<file path="config.mk">
export PLATFORM = sky130hd
export DESIGN_NAME = ssc_misr16
export DESIGN_NICKNAME = d
export VERILOG_FILES = /design/src/rtl/ssc_pkg.sv /design/src/rtl/ssc_misr16.sv
export SDC_FILE = /design/constraint.sdc
export NUM_CORES = 1
export LEC_CHECK = 0
export CORE_MARGIN = 2
export CORE_UTILIZATION = 41
export CTS_BUF_LIST = sky130_fd_sc_hd__clkbuf_8
export DETAILED_ROUTE_END_ITERATION = 10
export GPL_ROUTABILITY_DRIVEN = 0
export PLACE_DENSITY = 0.91
export RECOVER_POWER = 100
export SYNTH_ARGS = -nofsm -noshare
export SYNTH_HDL_FRONTEND = slang
export SYNTH_SLANG_ARGS = --single-unit
export TNS_END_PERCENT = 20
</file>
<file path="constraint.sdc">
create_clock -name clk -period 1.3 [get_ports clk]
set_clock_uncertainty 0.15 [all_clocks]
set_input_delay 0.13 -clock clk [delete_from_list [all_inputs] [get_ports clk]]
set_output_delay 0.13 -clock clk [all_outputs]
set_load 0.05 [all_outputs]
</file>
<file path="src/rtl/ssc_pkg.sv">
// Shared definitions for the sort selection circuit: default widths,
// the post-sort checker state encoding and the 16-bit MISR constants.
package ssc_pkg;

    localparam int DATA_W_DEF = 16;
    localparam int ADDR_W_DEF = 8;

    localparam logic [15:0] MISR_POLY     = 16'h1021;
    localparam logic [15:0] MISR_SEED_DEF = 16'hFFFF;

    typedef enum logic [1:0] {
        IDLE  = 2'd0,
        READ  = 2'd1,
        DRAIN = 2'd2,
        DONE  = 2'd3
    } chk_state_t;

    // One MISR compression step: shift left, fold the polynomial in when
    // the top bit falls out, then mix in the new word.
    function automatic logic [15:0] misr_step(input logic [15:0] sig,
                                              input logic [15:0] din);
        return ({sig[14:0], 1'b0} ^ (sig[15] ? MISR_POLY : 16'h0000)) ^ din;
    endfunction

endpackage

</file>
<file path="src/rtl/ssc_misr16.sv">
// 16-bit multiple-input signature register. Loads SEED on reset or init and
// compresses din into the signature on every enabled cycle. Shared with the
// BIST wrapper.
module ssc_misr16
    import ssc_pkg::*;
#(
    parameter logic [15:0] SEED = MISR_SEED_DEF
) (
    input  logic        clk,
    input  logic        rst,
    input  logic        init,
    input  logic        en,
    input  logic [15:0] din,
    output logic [15:0] sig
);

    // Signature register: init wins over a compression step.
    always_ff @(posedge clk) begin
        if (rst) begin
            sig <= SEED;
        end else if (init) begin
            sig <= SEED;
        end else if (en) begin
            sig <= misr_step(sig, din);
        end
    end

endmodule

</file>
==> results of run 1 <==
-- tightest hold or removal path, cell delays in order, from the launching register on --
cell      delay [ns]
dfxtp_1         0.33
nand2b_1        0.07
o211ai_1        0.08
-- cells in the final DEF (no fill, tap or decap), drive strengths merged --
| cell | instances |
|---|---|
| inv | 1 |
| or2b | 1 |
| nor2 | 1 |
| xnor3 | 2 |
| o211ai | 16 |
| nand2b | 15 |
| xnor2 | 14 |
| clkdlybuf4s50 | 19 |
| clkbuf | 18 |
| buf | 6 |
| dfxtp | 16 |
-- through the flow --
stage / util / hold WS, ns / worst slack (ns) / cell area [µm²] / std cells
floorplan: - / 0.1601 / -0.1071 / 738.2 / 69
global placement: 0.7590 / 0.3662 / -0.05046 / 1296 / 130
detailed placement: 0.7590 / 0.4035 / -0.1306 / 1296 / 130
CTS: 0.7912 / 0.4114 / 0.1096 / 1351 / 134
global route: 0.6755 / 0.4276 / 0.05479 / 1154 / 134
finish: 0.6755 / 0.3799 / 0.07117 / 1154 / 134
-- path summary, 6_finish.rpt --
kind | slack (ns) | depth (start not counted) | endpoint
worst max-delay path | 0.07 | 2 | sig[4]
worst min-delay path | 0.38 | 2 | sig[14]
worst max register to register | 0.11 | 2 | sig[5]
worst min register to register | 0.38 | 2 | sig[14]
-- kinds of logic (layout without fill, tap and decap cells) --
family                 count (synthesis)  after routing
XOR/XNOR                              16             16
buffers and inverters                  4             44
AND/OR/NAND/NOR                       17             17
AO/OA/AOI/OAI                         16             16
flip-flops                            16             16
-- power by group through the flow --
stage          Clock, mW  Sequential (mW)  Combinational [mW]
4_1_cts            0.433            0.552               0.360
6_report           0.428            0.541               0.302
2_1_floorplan          0            0.626              0.0993
5_1_grt            0.448            0.544               0.321
3_3_place_gp           0            0.559               0.350
3_5_place_dp           0            0.561               0.357
-- per-layer routing --
metal / GRT usage / wire (µm) / share of wire
met3: 0.04314 / 124 / 0.068
met1: 0.2361 / 711 / 0.39
met2: 0.3528 / 954 / 0.52
met5: 0 / 0 / 0
met4: 0.09714 / 40 / 0.022
-- area by class of cell --
type / count / area, µm² / area share
tap: 25 / 31.28 / 0.02711
inverter: 1 / 3.754 / 0.003254
timing repair buffer: 39 / 342.8 / 0.2972
clock buffer: 4 / 55.05 / 0.04772
sequential: 16 / 322.8 / 0.2798
multi-input combinational: 49 / 397.9 / 0.3449
==> results.md, run 1 <==
- WS Path Type: flip-flop to primary output
- First-pass GRT wire length: 3.125 mm
- Sw Pwr: 0.3422 mW
- Wire length per cell: roughly 14 µm
- Mean Syn Cell Area: roughly 11 µm²
- Drt initial violations: 8
- Fin nets: 130
- Slew margin rel.: 0.6827
- Die Y: 46.36 µm
- Critical path arrival: 0.95 ns
- RSZ-0062 raised after global routing: false
- Num CTS Buffers: 3
- Worst skew pair latency: ~0.24 ns
- Post-Synthesis Cells: about 70
- Core ar.: 1708 µm²
- Multiplexer share of the synthesized area: 0
- Unique masters post-synth: 11
- Max clock buf depth: 2
- Syn. warnings: 0
- Cell internal pwr: 0.9289 mW
- PwrDens: 1102 nW/µm²
- Vias: ~660
- Critical Path Source Type: flip-flop
- Post-Synthesis Cell Area: 735.7 µm²
- CTS tree: yes
- Worst hold path type: flip-flop to flip-flop
- Pre-antenna DRT Iters: 4
- Row count: 15
- Worst-margin pin slew: 0.4755 ns
- Final ANT Viol Nets: 0
- Power Total: 1.271 mW
- Worst path top cell family by delay: flip-flops
- Reg clk slew, reported paths: around 0.060 ns
- Tmin final: 1.229 ns
- Min-delay src: sig[14]
- TNS Setup: 0 ns
- Antenna cell count: 0
- Max reg flops: 16
- Crit Reg-Reg Startpoint: sig[15]
- Initial cell density of the core: 0.4308
- Synth Area in Compound Gates: 0.1701
- Sequential share of power: 0.425
- Post-synth top area share: 0.4354
- Combinational power share: 0.238
- Post-synth top area cell: dfxtp_1
- Register bit total from synthesis: 16
- Critical Path Start: sig[4]
- Initial antenna violation count: 0
- Post-synthesis simple-gate area fraction: 0.1429
- Share of layout cells above drive strength 1: 0.2477
- I/O Pins: 36
- Xor and xnor area share after synthesis: 0.2279
- Sw frac: 0.2692
- Largest family of logic cells by synthesized area: XOR/XNOR gates
- Vias in the first global route: 737
- GRT Util Overall: 0.2040
- Clock Power Share: 0.337
- Ys async rst share: 0
- Biggest regs: sig x16
- Crit-path max cell delay: 0.37 ns
- Crit path buf inv count: 2
- Largest Register: sig
- CTS root buf: clkbuf_8
- DRC Markers: 0
- Final Max Slew Viols: 0
- Final Cycle Share: 0.9453
- H-tree depth: 1
- Post-synth EDFFs: 0
- Dpl hpwl: 1.361 mm
- Post-synthesis sequential area ratio: 0.4354
- Avg Vias per Cell: 4.955
- Post-cts sizing count: 0
- Post-synthesis adder-cell area fraction: 0
- Routed Wire Length: roughly 1.8 mm
- Setup-failing EPs final: 0
- Sinks on Clock Net: 16
- Max FO, Critical Path: 2
- Die area: between 2000 and 2500 µm²
- CP endpoint kind: primary output
- Post-synth top cells: dfxtp_1, nand2b_1, o211ai_1
- Leak pwr: about 0.48 nW
- Area contributors post-synth: dfxtp_1, xnor2_1, o211ai_1
- Area delta synth->final: 56.80%
- CP Cell Sequence: clkbuf_2 -> buf_12
- GRT overflow: 0
- Synth Flop Type: dfxtp_1
- IO buf count: 35
- Filler cells: between 100 and 150
- Net Count, Synth: just under 90
- CTS Hold Bufs: 0
- Largest net degree at the start of global routing: 17
- Critical-path top delay cell: dfxtp_1
- Total of max-cap violations: 0
- Postcts setup bufs: 0
- Status: finished clean
- Fmax: 813.8 MHz
- Critical Path RT: just over 1 ns
- Final hold viol count: 0
- Die width: between 40 and 50 µm
- Top-count cell post-synth: dfxtp_1
- VDD IR max: 0.0006208 V
Note: power is estimated with default switching activity, not from simulation.
==> run 2, diff against run 1 <==
CELL_PAD_IN_SITES_DETAIL_PLACEMENT = 1   (was unset)
CELL_PAD_IN_SITES_GLOBAL_PLACEMENT = 2   (was unset)
CORE_UTILIZATION = 24   (was 41)
==> results.md, run 2 (synthesis results as in run 1) <==
- Status: finished clean
- Die Y: just under 60 µm
- Routed Wire Length: between 1.5 and 2 mm
- PwrDens: 1091 nW/µm²
- Area delta synth->final: 58.33%
- WS Path Type: flip-flop to primary output
- Reg2reg end: sig[12]
- Slew margin rel.: 0.6834
- CP endpoint kind: primary output
- Post-cts sizing count: 0
- Critical path arrival: slightly above 0.9 ns
- Setup WS pre-CTS: -0.1320 ns
- Pre-antenna DRT Iters: 4
- GRT Util Overall: 0.1220
- GRT overflow: 0
- Max reg flops: 16
- Worst R2R Setup Slack: between 0.1 and 0.15 ns
- Die width: 59.37 µm
- Antenna cell count: 0
- Vias in the first global route: 724
- Critical Path RT: between 1 and 1.5 ns
- Initial antenna violation count: 0
- PnR worst setup slack: 0.09329 ns
- Hold path depth: 2
- Leak pwr: 0.4829 nW
- Reg clk slew, reported paths: roughly 0.060 ns
- Die area: 3524 µm²
- Min-delay src: sig[13]
- Avg Vias per Cell: 4.559
- Core ar.: 2978 µm²
- Postcts setup bufs: 0
- Critical-path top delay cell: dfxtp_1
- TNS Setup: 0 ns
- Fin nets: 131
- Setup-failing EPs final: 0
- Dpl hpwl: 1.359 mm
- CP Cell Sequence: clkbuf_2
- DR top layer: met4
- Worst hold path type: flip-flop to flip-flop
- Largest Register: sig
- CTS Hold Bufs: 0
- Most common cell after layout, fill and taps aside: clkdlybuf4s50_1
- Max clock buf depth: 2
- Worst-margin pin slew: 0.4744 ns
- Row count: 20
- Drt initial violations: 8
- Final instance area: 1165 µm²
- Critical Path Source Type: flip-flop
- Num CTS Buffers: 3
- DP Area: around 1300 µm²
- Hold EP: sig[13]
- Max FO, Critical Path: 3
- Final ANT Viol Nets: 0
- Wire length per cell: 12.76 µm
- Total of max-cap violations: 0
- Met1 WL: roughly 800 µm
- Core Util, Final: 0.3912
- VDD IR max: 0.0004559 V
- Tmin final: 1.207 ns
- IO buf count: 35
- Share of layout cells above drive strength 1: 0.2364
- Final hold viol count: 0
- Final Max Slew Viols: 0
- Initial cell density of the core: 0.2471
- Crit Reg-Reg Startpoint: sig[11]
- CTS tree: yes
- Largest net degree at the start of global routing: 17
- Fmax: 828.7 MHz
- RSZ-0062 raised after global routing: false
- CTS root buf: clkbuf_8
- Met3 Wirelength: 130 µm
- First-pass GRT wire length: 3.187 mm
- Biggest regs: sig x16
- Worst path top cell family by delay: flip-flops
- Vias: 652
- Final Cycle Share: 0.9282
- Crit-path max cell delay: roughly 0.38 ns
- DRC Markers: 0
- I/O Pins: 36
- H-tree depth: 1
- Worst skew pair latency: between 0.2 and 0.3 ns
- R2R depth: 2
- Met2 routed wirelength: about 860 µm
- Crit path buf inv count: 1
- Sinks on Clock Net: 16
- Commonest non-fill, non-tap cells in the layout: clkdlybuf4s50_1, o211ai_1, nand2b_1, dfxtp_1
run 2: cell count changes in the layout (fill, tap and decap cells not counted):
| cell | previous run | this run |
|---|---|---|
| o211ai_2 | 1 | 0 |
| buf_4 | 3 | 4 |
| dfxtp_1 | 14 | 15 |
| dfxtp_2 | 2 | 1 |
| o211ai_1 | 15 | 16 |
run 2: power breakdown:
group	switching (mW)	internal [mW]	total (mW)
Sequential	0.0233	0.514	0.538
Combinational	0.155	0.148	0.302
Clock	0.162	0.268	0.430
run 2: layout make-up:
type                       instances  area (µm²)
clock buffer                       4       55.05
fill                             342        1813
inverter                           1       3.754
multi-input combinational         49       392.9
sequential                        16       321.6
tap                               33       41.29
timing repair buffer              40       350.3
run 2: per-layer routing:
metal | GRT usage | vias up
li1 | - | 318
met4 | 0.04870 | 0
met2 | 0.1868 | 24
met5 | 0 | -
met3 | 0.03057 | 3
met1 | 0.1637 | 307
run 2: worst max path at each step:
stage                       start  endpoint  slack (ns)  depth (start not counted)
after floorplan            sig[4]    sig[5]       -0.11                          2
after global placement         en    sig[1]       -0.08                          3
after detailed placement       en    sig[2]       -0.13                          3
after CTS                 sig[15]   sig[15]        0.12                          2
after global routing       sig[4]    sig[4]        0.06                          2
final                      sig[1]    sig[1]        0.09                          1
run 2: through the flow:
stage               hold slack, ns  std cells  power, mW
floorplan                   0.1601         69     0.7248
global placement            0.3706        139     0.9159
detailed placement          0.3728        139     0.9218
CTS                         0.3835        143      1.356
global route                0.4173        143      1.333
finish                      0.3819        143      1.271
==> run 3, diff against run 2 <==
GPL_ROUTABILITY_DRIVEN = unset   (was 0)
==> results of run 3 <==
The final DEF is identical to that of run 2; final timing and power are the same.
